<file path="config.mk">
export PLATFORM = sky130hd
export DESIGN_NAME = hal_timer_regs
export DESIGN_NICKNAME = d
export VERILOG_FILES = /design/src/rtl/hal_timer_regs.sv
export SDC_FILE = /design/constraint.sdc
export NUM_CORES = 1
export LEC_CHECK = 0
export ABC_AREA = 1
export BUFFER_PORTS_ARGS = -buffer_cell sky130_fd_sc_hd__buf_2
export CAP_MARGIN = 20
export CORE_MARGIN = 10
export CORE_UTILIZATION = 50
export CTS_CLUSTER_DIAMETER = 80
export CTS_CLUSTER_SIZE = 24
export DETAILED_ROUTE_END_ITERATION = 8
export PLACE_DENSITY_LB_ADDON = 0.2
export SKIP_CTS_REPAIR_TIMING = 1
export SLEW_MARGIN = 20
export SYNTH_ARGS = -nofsm -noshare
export SYNTH_HDL_FRONTEND = slang
export SYNTH_SLANG_ARGS = --single-unit
</file>
<file path="constraint.sdc">
create_clock -name clk_clk -period 9.2 [get_ports clk_clk]
set_clock_uncertainty 0.15 [all_clocks]
set_input_delay 0.92 -clock clk_clk [delete_from_list [all_inputs] [get_ports clk_clk]]
set_output_delay 0.92 -clock clk_clk [all_outputs]
set_load 0.01 [all_outputs]
</file>
<file path="src/rtl/hal_timer_regs.sv">
// Interval-timer register block: 3-bit/16-bit slave bus, prescaled 32-bit down counter,
// sticky timeout flag, level IRQ and one-cycle timeout pulse.
module hal_timer_regs #(
   parameter logic [31:0] RESET_PERIOD = 32'd49_999,
   parameter logic [15:0] RESET_PRESC  = 16'd0
) (
   input  logic        clk_clk,
   input  logic        reset_reset,
   input  logic [2:0]  hal_timer_address,
   input  logic [15:0] hal_timer_writedata,
   output logic [15:0] hal_timer_readdata,
   input  logic        hal_timer_chipselect,
   input  logic        hal_timer_write_n,
   output logic        timer_irq,
   output logic        timer_pulse
);

   typedef enum logic {IDLE = 1'b0, COUNT = 1'b1} state_t;

   state_t      state_r, state_s;
   logic [31:0] counter_r, counter_s;
   logic [15:0] presc_cnt_r, presc_cnt_s;
   logic [31:0] period_r, period_s;
   logic [15:0] presc_r, presc_s;
   logic [31:0] snap_r;
   logic        to_r, ito_r, cont_r, pulse_r;
   logic [15:0] readdata_r, rd_mux_s;
   logic        wr_s, rd_s, timeout_s;
   logic        wr_status_s, wr_ctrl_s, wr_reload_s, wr_snap_s;

   assign wr_s        = hal_timer_chipselect & ~hal_timer_write_n;
   assign rd_s        = hal_timer_chipselect & hal_timer_write_n;
   assign wr_status_s = wr_s && (hal_timer_address == 3'd0);
   assign wr_ctrl_s   = wr_s && (hal_timer_address == 3'd1);
   assign wr_reload_s = wr_s && ((hal_timer_address == 3'd2) || (hal_timer_address == 3'd3) ||
                                 (hal_timer_address == 3'd6));
   assign wr_snap_s   = wr_s && ((hal_timer_address == 3'd4) || (hal_timer_address == 3'd5));

   // Reload-value updates from PERIODL/H and PRESC writes
   always_comb begin
      period_s = period_r;
      presc_s  = presc_r;
      if (wr_s) begin
         case (hal_timer_address)
            3'd2:    period_s = {period_r[31:16], hal_timer_writedata};
            3'd3:    period_s = {hal_timer_writedata, period_r[15:0]};
            3'd6:    presc_s  = hal_timer_writedata;
            default: begin
               period_s = period_r;
               presc_s  = presc_r;
            end
         endcase
      end else begin
         period_s = period_r;
         presc_s  = presc_r;
      end
   end

   // Next-state: prescaler/counter tick first, then bus writes override state and counter
   always_comb begin
      state_s     = state_r;
      counter_s   = counter_r;
      presc_cnt_s = presc_cnt_r;
      timeout_s   = 1'b0;
      case (state_r)
         COUNT: begin
            if (presc_cnt_r == 16'd0) begin
               presc_cnt_s = presc_r;
               if (counter_r == 32'd0) begin
                  timeout_s = 1'b1;
                  counter_s = period_r;
                  if (cont_r) begin
                     state_s = COUNT;
                  end else begin
                     state_s = IDLE;
                  end
               end else begin
                  counter_s = counter_r - 32'd1;
               end
            end else begin
               presc_cnt_s = presc_cnt_r - 16'd1;
            end
         end
         IDLE:    state_s = IDLE;
         default: state_s = IDLE;
      endcase

      // STOP takes priority over START; a stop freezes the counter where it is
      if (wr_reload_s) begin
         state_s     = IDLE;
         counter_s   = period_s;
         presc_cnt_s = presc_s;
      end else if (wr_ctrl_s) begin
         if (hal_timer_writedata[3]) begin
            state_s     = IDLE;
            counter_s   = counter_r;
            presc_cnt_s = presc_cnt_r;
         end else if (hal_timer_writedata[2]) begin
            state_s     = COUNT;
            counter_s   = period_r;
            presc_cnt_s = presc_r;
         end else begin
            state_s = state_s;
         end
      end else begin
         state_s = state_s;
      end
   end

   // Read-data selection
   always_comb begin
      rd_mux_s = 16'd0;
      case (hal_timer_address)
         3'd0:    rd_mux_s = {14'd0, (state_r == COUNT), to_r};
         3'd1:    rd_mux_s = {14'd0, cont_r, ito_r};
         3'd2:    rd_mux_s = period_r[15:0];
         3'd3:    rd_mux_s = period_r[31:16];
         3'd4:    rd_mux_s = snap_r[15:0];
         3'd5:    rd_mux_s = snap_r[31:16];
         3'd6:    rd_mux_s = presc_r;
         default: rd_mux_s = 16'd0;
      endcase
   end

   // State, counter and register storage
   always_ff @(posedge clk_clk or posedge reset_reset) begin
      if (reset_reset) begin
         state_r     <= IDLE;
         counter_r   <= RESET_PERIOD;
         presc_cnt_r <= RESET_PRESC;
         period_r    <= RESET_PERIOD;
         presc_r     <= RESET_PRESC;
         snap_r      <= 32'd0;
         to_r        <= 1'b0;
         ito_r       <= 1'b0;
         cont_r      <= 1'b0;
         pulse_r     <= 1'b0;
         readdata_r  <= 16'd0;
      end else begin
         state_r     <= state_s;
         counter_r   <= counter_s;
         presc_cnt_r <= presc_cnt_s;
         period_r    <= period_s;
         presc_r     <= presc_s;
         pulse_r     <= timeout_s;
         // Timeout set beats a same-cycle STATUS clear
         if (timeout_s) begin
            to_r <= 1'b1;
         end else if (wr_status_s) begin
            to_r <= 1'b0;
         end
         if (wr_ctrl_s) begin
            ito_r  <= hal_timer_writedata[0];
            cont_r <= hal_timer_writedata[1];
         end
         if (wr_snap_s) begin
            snap_r <= counter_r;
         end
         if (rd_s) begin
            readdata_r <= rd_mux_s;
         end
      end
   end

   assign hal_timer_readdata = readdata_r;
   assign timer_pulse        = pulse_r;
   assign timer_irq          = to_r & ito_r;

endmodule

</file>
### Word-level counts from Yosys, hierarchy flattened

Cells that the tools add are included.

| storage, ports and cells | value |
|---|---|
| register bits | 149 |
| bits of input ports | 23 |
| output and inout port bits | 18 |
| logic and storage cells | 67 |

| operators by class | value |
|---|---|
| add/subtract/negate cells | 2 |
| equal/unequal tests | 7 |
| muxes and demuxes | 31 |
| bitwise gates (word level) | 5 |
| reduce and logical (&&, ||, !) cells | 11 |

Operators by type and width:

| operator | count |
|---|---|
| two-way mux 32 bit | 8 |
| two-way mux 16 bit | 8 |
| case mux 16 bit (7 select lines) | 1 |
| case mux 32 bit (2 select lines) | 1 |
| logical NOT 32 bit | 1 |
| subtractor 32 x 1 -> 32 bit (second input constant) | 1 |
| logical NOT 16 bit | 1 |
| subtractor 16 x 1 -> 16 bit (second input constant) | 1 |
| two-way mux 1 bit | 12 |
| equality test 3 bit (second input constant) | 3 |
| equality test 3 x 2 -> 1 bit (second input constant) | 2 |
| logical AND 1 bit | 4 |
| AND 1 bit | 3 |
| equality test 3 x 1 -> 1 bit (second input constant) | 1 |
| logical NOT 3 bit | 1 |
| logical OR 1 bit | 3 |
| != test 3 x 2 -> 1 bit (second input constant) | 1 |
| NOT 1 bit | 2 |
| case mux 1 bit (2 select lines) | 1 |
| nonzero test 2 bit | 1 |

### Depth between registers and ports, before layout

Gate-level depths: netlist of run 1.

| logic depth | value |
|---|---|
| depth in word-level cells | 8 |
| gate-level depth with buffers | 14 |
| mapped depth without buffers | 14 |

### Least setup slack after synthesis of run 1

Ideal clock, no wire load.

| timing path | value |
|---|---|
| path kind | in2reg |
| start point | input hal_timer_address[0] |
| end point | register counter_r[22] |
| setup time | 0.116 ns |
| data arrival time | 2.081 ns |
| path slack | 6.852 ns |
| stages on the path | 11 |
| path through | buf_2 -> nand3_1 -> nor2_4 -> nand2_4 -> o21ai_2 -> nand2_2 -> buf_6 -> o21ai_2 -> inv_1 -> nand2_1 -> nand2_1 |

| between the ends | value |
|---|---|
| word-level cells in the longest chain between the ends | 5 |

Ends and longest elaborated chain:

| item | line | RTL |
|---|---|---|
| start, declared | 9 | `input logic [2:0] hal_timer_address,` |
| equality test 3 x 2 -> 1 bit | 35, 44 |  |
| logical OR 1 bit (2 in a row) | 35 | `assign wr_reload_s = wr_s && ((hal_timer_address == 3'd2) \|\| (hal_timer_address == 3'd3) \|\|` |
| logical AND 1 bit | 35 |  |
| != test 3 x 2 -> 1 bit (no line) / two-way mux 32 bit (equally long branches) | n/a |  |
| end signal, assigned | 141 | `counter_r <= counter_s;` |
| end, declared | 21 | `logic [31:0] counter_r, counter_s;` |

Parallel ways exist; a longest one is shown, timed or not.
A chain may end at the register's enable or synchronous reset.

### Final worst setup path of run 1

| timing path | value |
|---|---|
| start point | register presc_cnt_r[0] |
| end point | register counter_r[19] |

| between the ends | value |
|---|---|
| word-level cells in the longest chain between the ends | 7 |

Ends and longest elaborated chain:

| item | line | RTL |
|---|---|---|
| start, declared | 22 | `logic [15:0] presc_cnt_r, presc_cnt_s;` |
| start signal, assigned | 142 | `presc_cnt_r <= presc_cnt_s;` |
| logical NOT 16 bit * | 67 | `if (presc_cnt_r == 16'd0) begin` |
| two-way mux 32 bit * | 67 |  |
| two-way mux 32 bit * | 65 | `case (state_r)` |
| two-way mux 32 bit | 98 | `end else if (hal_timer_writedata[2]) begin` |
| two-way mux 32 bit | 94 | `if (hal_timer_writedata[3]) begin` |
| two-way mux 32 bit * | 93 | `end else if (wr_ctrl_s) begin` |
| two-way mux 32 bit * | 89 | `if (wr_reload_s) begin` |

Mark *: on every way between the ends. The rest lies on a longest branch, timed or not. The select of a mux whose other input is x is not followed.

==> results of run 1 <==
==> worst max path at each step <==
| stage | endpoint | slack [ns] | depth (start not counted) |
|---|---|---|---|
| floorplan | cont_r | 4.15 | 1 |
| global placement | counter_r[14] | 5.86 | 9 |
| detailed placement | counter_r[14] | 5.84 | 9 |
| CTS | counter_r[19] | 6.07 | 11 |
| global route | counter_r[19] | 5.80 | 11 |
| finish | counter_r[19] | 6.00 | 11 |
==> synth_stat cells (all sizes together) (3+ instances only) <==
library cell,n,area share (%)
clkbuf,17,0.73
nor2,136,6.4
a32o,3,0.34
a21oi,41,2.4
nand4,9,0.81
nand3,118,6.8
buf,34,2.4
nand2,419,18
dfstp,18,5.4
o211ai,14,1.3
inv,163,7.0
nor3,14,0.80
xor2,19,1.9
ha,3,0.43
o21ai,108,6.2
dfrtp,131,37
a22o,4,0.40
==> sequential cells by signal, summed over array words and instances (netlist names) <==
signal and cells:
counter_r 32, period_r 32, snap_r 32, hal_timer_readdata 16
presc_cnt_r 16, presc_r 16, cont_r 1, ito_r 1
state_r 1, timer_pulse 1, to_r 1
==> layout by cell type, fill, tap and decap left out, types with 2 or more instances in the layout <==
cell type	synthesis	final
clkinv_4	0	2
inv_8	0	4
nor2_1	124	124
nand2_1	412	411
nor2_4	4	4
ha_1	3	3
o221ai_1	2	2
nand3_1	116	116
o21ai_2	2	2
nor2_2	8	8
o22ai_1	2	2
clkbuf_16	0	17
dfstp_2	18	18
inv_6	0	7
buf_2	22	40
inv_2	11	11
inv_1	152	151
o211ai_1	13	13
nor3_1	14	14
mux2_2	2	2
nand2_4	2	3
buf_4	5	5
clkinvlp_4	0	2
o21ai_1	15	15
xor2_1	19	19
a32o_1	3	3
nand4_1	8	8
a22o_1	4	4
dfrtp_1	131	131
o21ai_0	91	91
nand3_2	2	2
nand2_2	5	5
a21oi_1	39	39
==> final cells by class <==
| cell class | instances | area share, % |
|---|---|---|
| Sequential cell | 149 | 39.01 |
| Clock inverter | 15 | 1.405 |
| Clock buffer | 17 | 4.424 |
| Inverter | 163 | 6.414 |
| Multi-Input combinational cell | 902 | 43.35 |
| Timing Repair Buffer | 45 | 2.472 |
| Tap cell | 225 | 2.927 |
==> cells by family after synthesis <==
logic type	Yosys count	share of synthesized area (%)
and+or+nand+nor	699	33.26
buffers and inverters	214	10.09
AOI/OAI and AO/OA	179	11.41
DFF	149	42.66
xor gates and xnor gates	19	1.893
adders and majority gates	3	0.4270
muxes	2	0.2561
==> worst register-to-register path: stages, from the launching register on <==
cell     delay (ns)
dfrtp_1        0.38
inv_1          0.11
ha_1           0.22
nand2_1        0.11
nor2_4         0.17
nand4_4        0.44
nand2_4        0.52
nand2_2        0.51
nand3_1        0.27
nand2_1        0.07
nand2_1        0.08
nand2_1        0.06
==> metrics by stage <==
| step | cells | utilization (%) | worst slack [ns] | instance area (um^2) |
|---|---|---|---|---|
| final | 1516 | 55.60 | 5.999 | 9617 |
| after global routing | 1516 | 55.60 | 5.797 | 9617 |
| after CTS | 1516 | 55.57 | 6.069 | 9612 |
| after detailed placement | 1484 | 52.33 | 5.838 | 9051 |
| after global placement | 1484 | 52.33 | 5.859 | 9051 |
| after floorplan | 1265 | - | 4.152 | 8792 |
==> layer usage <==
| metal | track usage, % | up-vias | part of all wire, % |
|---|---|---|---|
| li1 | - | 4027 | - |
| met2 | 36.74 | 443 | 43 |
| met1 | 34.25 | 4043 | 43 |
| met5 | 0 | - | 0 |
| met3 | 5.024 | 75 | 9.6 |
| met4 | 11.81 | 0 | 4.4 |
==> power groups by stage <==
stage | Clock [mW] | Combinational, mW | Sequential (mW)
finish | 0.677 | 0.513 | 0.969
global route | 0.712 | 0.586 | 0.983
CTS | 0.679 | 0.507 | 0.962
detailed placement | 0 | 0.504 | 0.970
global placement | 0 | 0.495 | 0.972
floorplan | 0 | 0.362 | 0.921
==> flow_summary_export.csv, run 1 <==
group,metric,value,unit
clock_tree,cts_tree,"done",
worst_setup_path,worstRegToRegCells,11,
run_status,status,"finished clean",
drt,final_antenna_net_count,0,
worst_hold_path,hold_depth,2,
worst_setup_path,cpMostUsedCell,"nand2_1",
global_routing,grt_antenna_before_repair,0,
power,p_total,2.159,mW
timing,slew_headroom,31.22,%
synthesis,synth_area,0.008792,mm^2
floorplanning,start_util,50.83,%
timing,final-hold-violation-count,0,
worst_setup_path,end_kind,"register",
power,netSwitchingFraction,37.62,%
power,comb_power_share,23.8,%
drt,vias,8588,
clock_tree,clk_path_buf_depth,2,
worst_setup_path,crit_required,9.38,ns
worst_hold_path,holdPathEnd,"hal_timer_readdata[3]",
global_routing,grt_pass1_wl,46470,um
synthesis,syn_avg_cell_area,6.950,um^2
power,power_leakage,4.848,nW
drt,avgViaCountPerCell,5.665,
floorplanning,die_h,152.6,um
drt,dr.pass1.iters,8,
synthesis,ys_seq_area_share,42.66,%
synthesis,synth_enable_flop_cells,0,
timing,fmax,312.4,MHz
worst_setup_path,cp-startpoint,"presc_cnt_r[0]",
worst_setup_path,rr_startpoint,"presc_cnt_r[0]",
clock_tree,clk_pin_slew,0.07,ns
drt,wl_per_cell,19.31,um
synthesis,yosysWarningCount,0,
cells_and_area,final_nets,1304,
global_routing,grt-ovfl-total,0,
placed_design,place_hpwl,20960,um
worst_setup_path,worstSetupPathType,"register to register",
global_routing,grt_max_degree,78,
power,clkPwrFrac,31.4,%
placed_design,port_buffers,40,
timing,setup_viol,0,
timing,setup_tns,0,ns
synthesis,synth_cell_types,42,
floorplanning,core,0.01730,mm^2
synthesis,syn_nets,1291,
synthesis,synthArstFlopShare,100.0,%
clock_tree,cts-buffers-inserted,17,
worst_setup_path,crit_arrival,3.38,ns
global_routing,grt_use_total,24.92,%
worst_setup_path,path_max_fanout,30,
worst_setup_path,rr_endpoint,"counter_r[19]",
drt,remaining_drc_errors,0,
power,p_switching,0.8123,mW
clock_tree,cts_max_level,4,
synthesis,synthCells,1265,
cells_and_area,drive_above_1_share,10.69,%
cells_and_area,diodes,0,
power,pwr_density_cell,224.5,mW/mm^2
cells_and_area,multi_input_area,0.004169,mm^2
cells_and_area,syn_to_final_growth,9.378,%
worst_setup_path,start_kind,"register",
drt,wirelength,29270,um
timing,tightest_slew,1.032,ns
run,maxCapViolCount,0,
timing,maxSlewViolCount,0,
worst_setup_path,r2r_setup_slack,6.00,ns
worst_setup_path,cp_slowest_cell,"nand2_4",
worst_setup_path,cp_slowest_stage_delay,0.51,ns
worst_setup_path,path_cells,"inv_1, ha_1, nand2_1, nor2_4, nand4_4, nand2_4, nand2_2, nand3_1, nand2_1, nand2_1, nand2_1",
cells_and_area,nFillCells,1712,
floorplanning,die_w,152.6,um
placed_design,place.gp.congestion,0.9998,
cells_and_area,regArea,0.003751,mm^2
worst_setup_path,crit_family,"simple AND/OR/NAND/NOR gates",
timing,rsz0062_at_grt,"false",
synthesis,ys_ff_latch,149,
synthesis,synth_flop_cell,"dfrtp_1",
power,pwr-share-seq,44.9,%
power,power.internal,1.347,mW
drt,drtIter0Drc,990,
worst_setup_path,worst-path-buf-inv,1,
worst_hold_path,min-delay-start,"hal_timer_readdata[3]",
timing,fin_hold_ws,0.3319,ns
worst_hold_path,hold_path.class,"register to register",
floorplanning,io_pins,41,
clock_tree,cts_root_buf,"clkbuf_16",
global_routing,grt_pass1_vias,8120,
timing,finalCritPeriodShare,34.79,%
clock_tree,cts.sinks,149,
clock_tree,clkLatencyLatePin,0.44,ns
timing,post-route-min-period,3.201,ns
power,vdd_drop_max,0.0001560,V
floorplanning,dieArea,0.02329,mm^2
floorplanning,fp-row-count,48,
Note: power is estimated with default switching activity, not from simulation.
==> inputs of run 2 (changes only) <==
Clock period 9.2 ns to 3.1 ns, I/O delays scaled along.
==> run 2 against run 1 <==
Net effect:
- the flow now finishes with violations (negative hold slack)
- setup slack got worse by 5.3 ns
- worst hold slack got worse by 0.41 ns
- wire length increased by 2.7%
- sequential share of layout area decreased by 1.0 points
- via count increased by 2.1%
- critical path type unchanged
- largest cell class unchanged
==> flow_summary_export.csv, run 2 (synthesis gave the netlist of run 1 again) <==
group,metric,value,unit
run_status,status,"complete, but fails checks",
run_status,violations,"negative hold slack",
clock_tree,clk_pin_slew,0.07,ns
worst_setup_path,crit_required,3.33,ns
worst_setup_path,cp_slowest_cell,"dfrtp_1",
global_routing,grt_use_total,25.33,%
worst_setup_path,cp-startpoint,"presc_cnt_r[0]",
timing,slew_headroom,43.44,%
timing,fmax,415.5,MHz
worst_setup_path,path_cells,"inv_1, ha_1, nand2_1, nor2_4, nand4_4, buf_4, nor2_1, nand2_1, nand2_1, nand3_1, nand2_1, nand2_1, nand2_1",
floorplanning,start_util,50.83,%
floorplanning,die_h,152.6,um
global_routing,grt-ovfl-total,0,
power,pwr_density_cell,682.0,mW/mm^2
floorplanning,fp-row-count,48,
worst_setup_path,cpMostUsedCell,"nand2_1",
global_routing,grt_pass1_wl,46700,um
worst_setup_path,path_max_fanout,22,
worst_setup_path,worstRegToRegCells,13,
power,vdd_drop_max,0.0003899,V
timing,fin_hold_ws,-0.08237,ns
worst_setup_path,worstSetupPathType,"register to register",
worst_setup_path,rr_startpoint,"presc_cnt_r[0]",
cells_and_area,regArea,0.003751,mm^2
cells_and_area,final_nets,1324,
floorplanning,die_w,152.6,um
floorplanning,io_pins,41,
clock_tree,cts_max_level,4,
timing,setup_viol,0,
timing,tightest_slew,0.8484,ns
drt,drtIter0Drc,1278,
timing,rsz0062_at_grt,"false",
cells_and_area,layout_commonest_cell,"nand2_1",
worst_setup_path,cp_slowest_stage_delay,0.38,ns
floorplanning,dieArea,0.02329,mm^2
placed_design,place.gp.congestion,0.9895,
timing,setup_tns,0,ns
worst_hold_path,hold_path.class,"input port to async pin",
drt,wl_per_cell,19.58,um
placed_design,post_dp_cell_area,0.009225,mm^2
drt,avgViaCountPerCell,5.710,
clock_tree,cts_root_buf,"clkbuf_16",
worst_setup_path,start_kind,"register",
global_routing,grt_pass1_vias,8253,
drt,dr.pass1.iters,6,
placed_design,place_hpwl,21170,um
cells_and_area,diodes,0,
timing,post-route-min-period,2.407,ns
drt,wirelength,30070,um
clock_tree,cts.sinks,149,
worst_setup_path,r2r_setup_slack,0.69,ns
run,maxCapViolCount,0,
worst_setup_path,rr_endpoint,"counter_r[19]",
timing,final-hold-violation-count,52,
timing,maxSlewViolCount,0,
worst_setup_path,critPathCapture,"counter_r[19]",
cells_and_area,drive_above_1_share,11.98,%
floorplanning,core,0.01730,mm^2
global_routing,grt_antenna_before_repair,0,
worst_setup_path,end_kind,"register",
drt,final_antenna_net_count,0,
cells_and_area,design_area,0.009881,mm^2
cells_and_area,nFillCells,1660,
placed_design,port_buffers,40,
clock_tree,clk_path_buf_depth,2,
cells_and_area,syn_to_final_growth,12.38,%
clock_tree,cts-buffers-inserted,17,
clock_tree,cts_tree,"done",
cells_and_area,reg_top3,"counter_r x32, period_r x32, snap_r x32",
clock_tree,clkLatencyLatePin,0.43,ns
cells_and_area,final_cell_mix,"nand2_1, inv_1, dfrtp_1",
power,power_leakage,4.976,nW
timing,finalCritPeriodShare,77.64,%
drt,vias,8771,
worst_setup_path,crit_arrival,2.63,ns
global_routing,grt_max_degree,150,
cells_and_area,multi_input_area,0.004164,mm^2
drt,remaining_drc_errors,0,
==> run 2: changes by cell type in the layout (fill, tap and decap cells not counted), sizes merged <==
cell and change:
inv -9, clkbuf +1, bufinv +5, buf +20
clkinv +3
==> run 2: cell type report <==
| class | count | share of cell area [%] |
|---|---|---|
| Multi-Input combinational cell | 902 | 42.14 |
| Clock inverter | 14 | 2.292 |
| Inverter | 163 | 6.230 |
| Tap cell | 225 | 2.849 |
| Sequential cell | 149 | 37.96 |
| Clock buffer | 18 | 4.343 |
| Timing Repair Buffer | 65 | 4.179 |
==> run 2: worst max-delay path, delay by kind of cell, from the launching register on <==
family | cells | cell delay, ns
DFF | 1 | 0.38
and+or+nand+nor | 10 | 1.20
buffers and inverters | 2 | 0.40
adders and majority gates | 1 | 0.20
==> run 2: report_power, final <==
part	total, mW	switching [mW]	internal (mW)
sequential	2.83	0.391	2.44
clock	2.34	0.904	1.44
combinational	1.56	1.06	0.506
total	6.74	2.35	4.39
==> run 2: routing by layer <==
metal | up-vias | part of all wire (%) | track usage [%]
li1 | 4066 | - | -
met1 | 4129 | 41 | 33.71
met2 | 486 | 45 | 38.53
met3 | 90 | 9.5 | 4.798
met4 | 0 | 4.4 | 12.76
met5 | - | 0 | 0
==> run 2: worst min path at each step <==
stage,from,end
floorplan,hal_timer_writedata[1],cont_r
global placement,hal_timer_readdata[1],hal_timer_readdata[1]
detailed placement,hal_timer_readdata[1],hal_timer_readdata[1]
CTS,hal_timer_writedata[1],cont_r
global route,reset_reset,hal_timer_readdata[2]
finish,reset_reset,hal_timer_readdata[2]
==> run 2: metrics by stage <==
| step | setup WS (ns) | total power, mW | std cells | util [%] |
|---|---|---|---|---|
| 2_1_floorplan | 0.7797 | 3.810 | 1265 | - |
| 3_3_place_gp | 0.7556 | 4.345 | 1504 | 53.33 |
| 3_5_place_dp | 0.7605 | 4.374 | 1504 | 53.33 |
| 4_1_cts | 0.7392 | 6.717 | 1536 | 57.13 |
| 5_1_grt | 0.5551 | 7.083 | 1536 | 57.13 |
| 6_report | 0.6933 | 6.738 | 1536 | 57.13 |
==> inputs of run 3 (changes only) <==
Settings changed: ABC_AREA 1 to 0.
Clock period 3.1 ns to 2.4 ns, I/O delays scaled along.
==> run 3 against run 2 <==
Net effect:
- the run ends with negative setup slack left
- register-to-register slack worse by 0.84 ns
- via count down 21%
- synthesized cell count down 43%
- first-iteration DRC count shrank 24%
- sequential power increased by 36%
- total power up 42%
- die area decreased by 8.7%
- utilization is 8.8 points higher
- final area up 2.5%
- non-clock buffer count rose by 115
- combinational power is 98% higher
- setup slack worse by 0.84 ns
- highest routed layer unchanged
==> flow_summary_export.csv, run 3 <==
group,metric,value,unit
run_status,status,"complete, but fails checks",
run_status,violations,"negative setup slack",
power,comb_power_share,32.3,%
synthesis,synth_common_cells,"dfrtp_1, mux2_2, o21ai_0",
power,pwr_density_cell,944.4,mW/mm^2
synthesis,ys_seq_area_share,47.37,%
floorplanning,dieArea,0.02127,mm^2
placed_design,preCtsSetupSlack,-0.1691,ns
timing,setup_ws,-0.1482,ns
placed_design,place_hpwl,18810,um
worst_hold_path,min-delay-start,"hal_timer_writedata[12]",
floorplanning,fp-row-count,45,
worst_hold_path,hold_path.class,"input port to register",
timing,fmax,392.4,MHz
timing,slew_headroom,48.75,%
worst_setup_path,crit_required,2.55,ns
global_routing,grt_pass1_wl,40640,um
synthesis,synth_top_area_share,41.40,%
placed_design,dp.cells,1038,
placed_design,place.gp.congestion,0.9483,
timing,post-route-min-period,2.548,ns
synthesis,synth_area,0.007919,mm^2
cells_and_area,utilization,65.91,%
power,p_switching,3.135,mW
clock_tree,cts_max_level,4,
drt,remaining_drc_errors,0,
cells_and_area,nFillCells,1182,
worst_setup_path,worstSetupPathType,"register to register",
synthesis,synthCells,716,
cells_and_area,regArea,0.003751,mm^2
timing,maxSlewViolCount,0,
drt,vias,6965,
timing,final-hold-violation-count,0,
drt,wirelength,26060,um
worst_setup_path,critPathCapture,"counter_r[21]",
cells_and_area,diodes,0,
cells_and_area,final_cell_mix,"dfrtp_1, buf_4, mux2_2",
clock_tree,cts_root_buf,"clkbuf_16",
global_routing,grt_pass1_vias,6974,
cells_and_area,reg_top3,"counter_r x32, period_r x32, snap_r x32",
cells_and_area,final_cells,1087,
drt,drtIter0Drc,973,
worst_setup_path,start_kind,"register",
floorplanning,die_w,145.8,um
cells_and_area,syn_to_final_growth,27.94,%
worst_setup_path,crit_arrival,2.70,ns
global_routing,grt_use_total,24.08,%
run,maxCapViolCount,0,
clock_tree,cts_tree,"done",
drt,avgViaCountPerCell,6.408,
timing,setup_viol,33,
power,pwr-share-seq,40.2,%
global_routing,grt_max_degree,70,
timing,finalCritPeriodShare,106.2,%
global_routing,grt-ovfl-total,0,
synthesis,synth_cell_types,70,
synthesis,yosysTopAreaCell,"dfrtp_1",
synthesis,synth_flop_cell,"dfrtp_1",
clock_tree,cts-buffers-inserted,17,
timing,setup_tns,-3.218,ns
synthesis,yosysWarningCount,0,
worst_setup_path,worstRegToRegCells,7,
power,netSwitchingFraction,32.77,%
worst_setup_path,rr_endpoint,"counter_r[21]",
floorplanning,die_h,145.8,um
floorplanning,start_util,51.52,%
synthesis,syn_avg_cell_area,11.06,um^2
worst_setup_path,end_kind,"register",
clock_tree,clk_pin_slew,0.06,ns
cells_and_area,drive_above_1_share,41.78,%
floorplanning,io_pins,41,
placed_design,port_buffers,40,
drt,dr.pass1.iters,9,
power,power_leakage,4.417,nW
timing,fin_hold_ws,0.03576,ns
cells_and_area,design_area,0.01013,mm^2
synthesis,synthTopCellsByArea,"dfrtp_1, mux2_2, dfstp_2, a222oi_1, o21ai_0",
global_routing,grt_antenna_before_repair,1,
worst_setup_path,cp-startpoint,"counter_r[13]",
floorplanning,core,0.01537,mm^2
clock_tree,clkLatencyLatePin,0.43,ns
timing,tightest_slew,0.7671,ns
power,p_total,9.567,mW
synthesis,synthArstFlopShare,100.0,%
timing,rsz0062_at_grt,"true",
cells_and_area,multi_input_area,0.004096,mm^2
synthesis,synth_enable_flop_cells,0,
worst_setup_path,r2r_setup_slack,-0.15,ns
synthesis,yosysMostFrequentCell,"dfrtp_1",
worst_setup_path,path_max_fanout,8,
synthesis,ys_ff_latch,149,
drt,final_antenna_net_count,0,
power,clkPwrFrac,27.4,%
placed_design,post_dp_cell_area,0.009203,mm^2
power,power.internal,6.432,mW
cells_and_area,layout_commonest_cell,"dfrtp_1",
worst_setup_path,rr_startpoint,"counter_r[13]",
clock_tree,cts.sinks,149,
clock_tree,clk_path_buf_depth,2,
drt,wl_per_cell,23.97,um
synthesis,syn_nets,742,
power,vdd_drop_max,0.0007970,V
cells_and_area,final_nets,889,
-- run 3: area by class of cell --
class	instances	area share, %
clock inverter	11	1.260
tap	211	2.606
sequential	149	37.03
clock buffer	21	4.446
multi-input combinational	500	40.43
inverter	15	0.5928
timing repair buffer	180	13.63
-- run 3: routing by layer --
metal  vias to the layer above  routed length (um)  GRT usage, %
met5                         -                   0             0
met4                         0                 526         7.583
met3                        47                2293         5.371
met2                       349               12500         38.17
met1                      3527               10740         31.96
li1                       3042                   -             -
-- run 3: kinds of logic after synthesis --
| logic type | count (synthesis) | synth area share (%) |
|---|---|---|
| AO/OA/AOI/OAI | 176 | 16.73 |
| multiplexers | 108 | 15.47 |
| AND/OR/NAND/NOR | 177 | 12.66 |
| buffers and inverters | 69 | 3.539 |
| XOR/XNOR | 34 | 3.760 |
| flip-flops | 149 | 47.37 |
| adder cells (fa/ha/maj) | 3 | 0.4741 |
-- run 3: worst min-delay path by stage --
| stage | end | slack [ns] | cells past startpoint |
|---|---|---|---|
| floorplan | cont_r | 0.24 | 1 |
| global placement | hal_timer_readdata[0] | 0.08 | 2 |
| detailed placement | hal_timer_readdata[1] | 0.09 | 2 |
| CTS | snap_r[15] | -0.37 | 2 |
| global route | period_r[12] | 0.02 | 2 |
| finish | period_r[12] | 0.04 | 2 |
-- run 3: worst max-delay path: stages (launching register included) --
cell       delay (ns)
dfrtp_1          0.38
or4_4            0.54
nand4b_1         0.24
or4_4            0.54
buf_6            0.18
nand2_8          0.10
mux2i_2          0.22
o2bb2ai_1        0.07
-- run 3: power by group through the flow --
stage / clock [mW] / sequential [mW] / combinational, mW
after floorplan: 0 / 3.82 / 1.59
after global placement: 0 / 3.80 / 2.83
after detailed placement: 0 / 3.85 / 2.94
after CTS: 2.66 / 3.82 / 2.97
after global routing: 2.76 / 3.92 / 3.36
final: 2.62 / 3.85 / 3.09
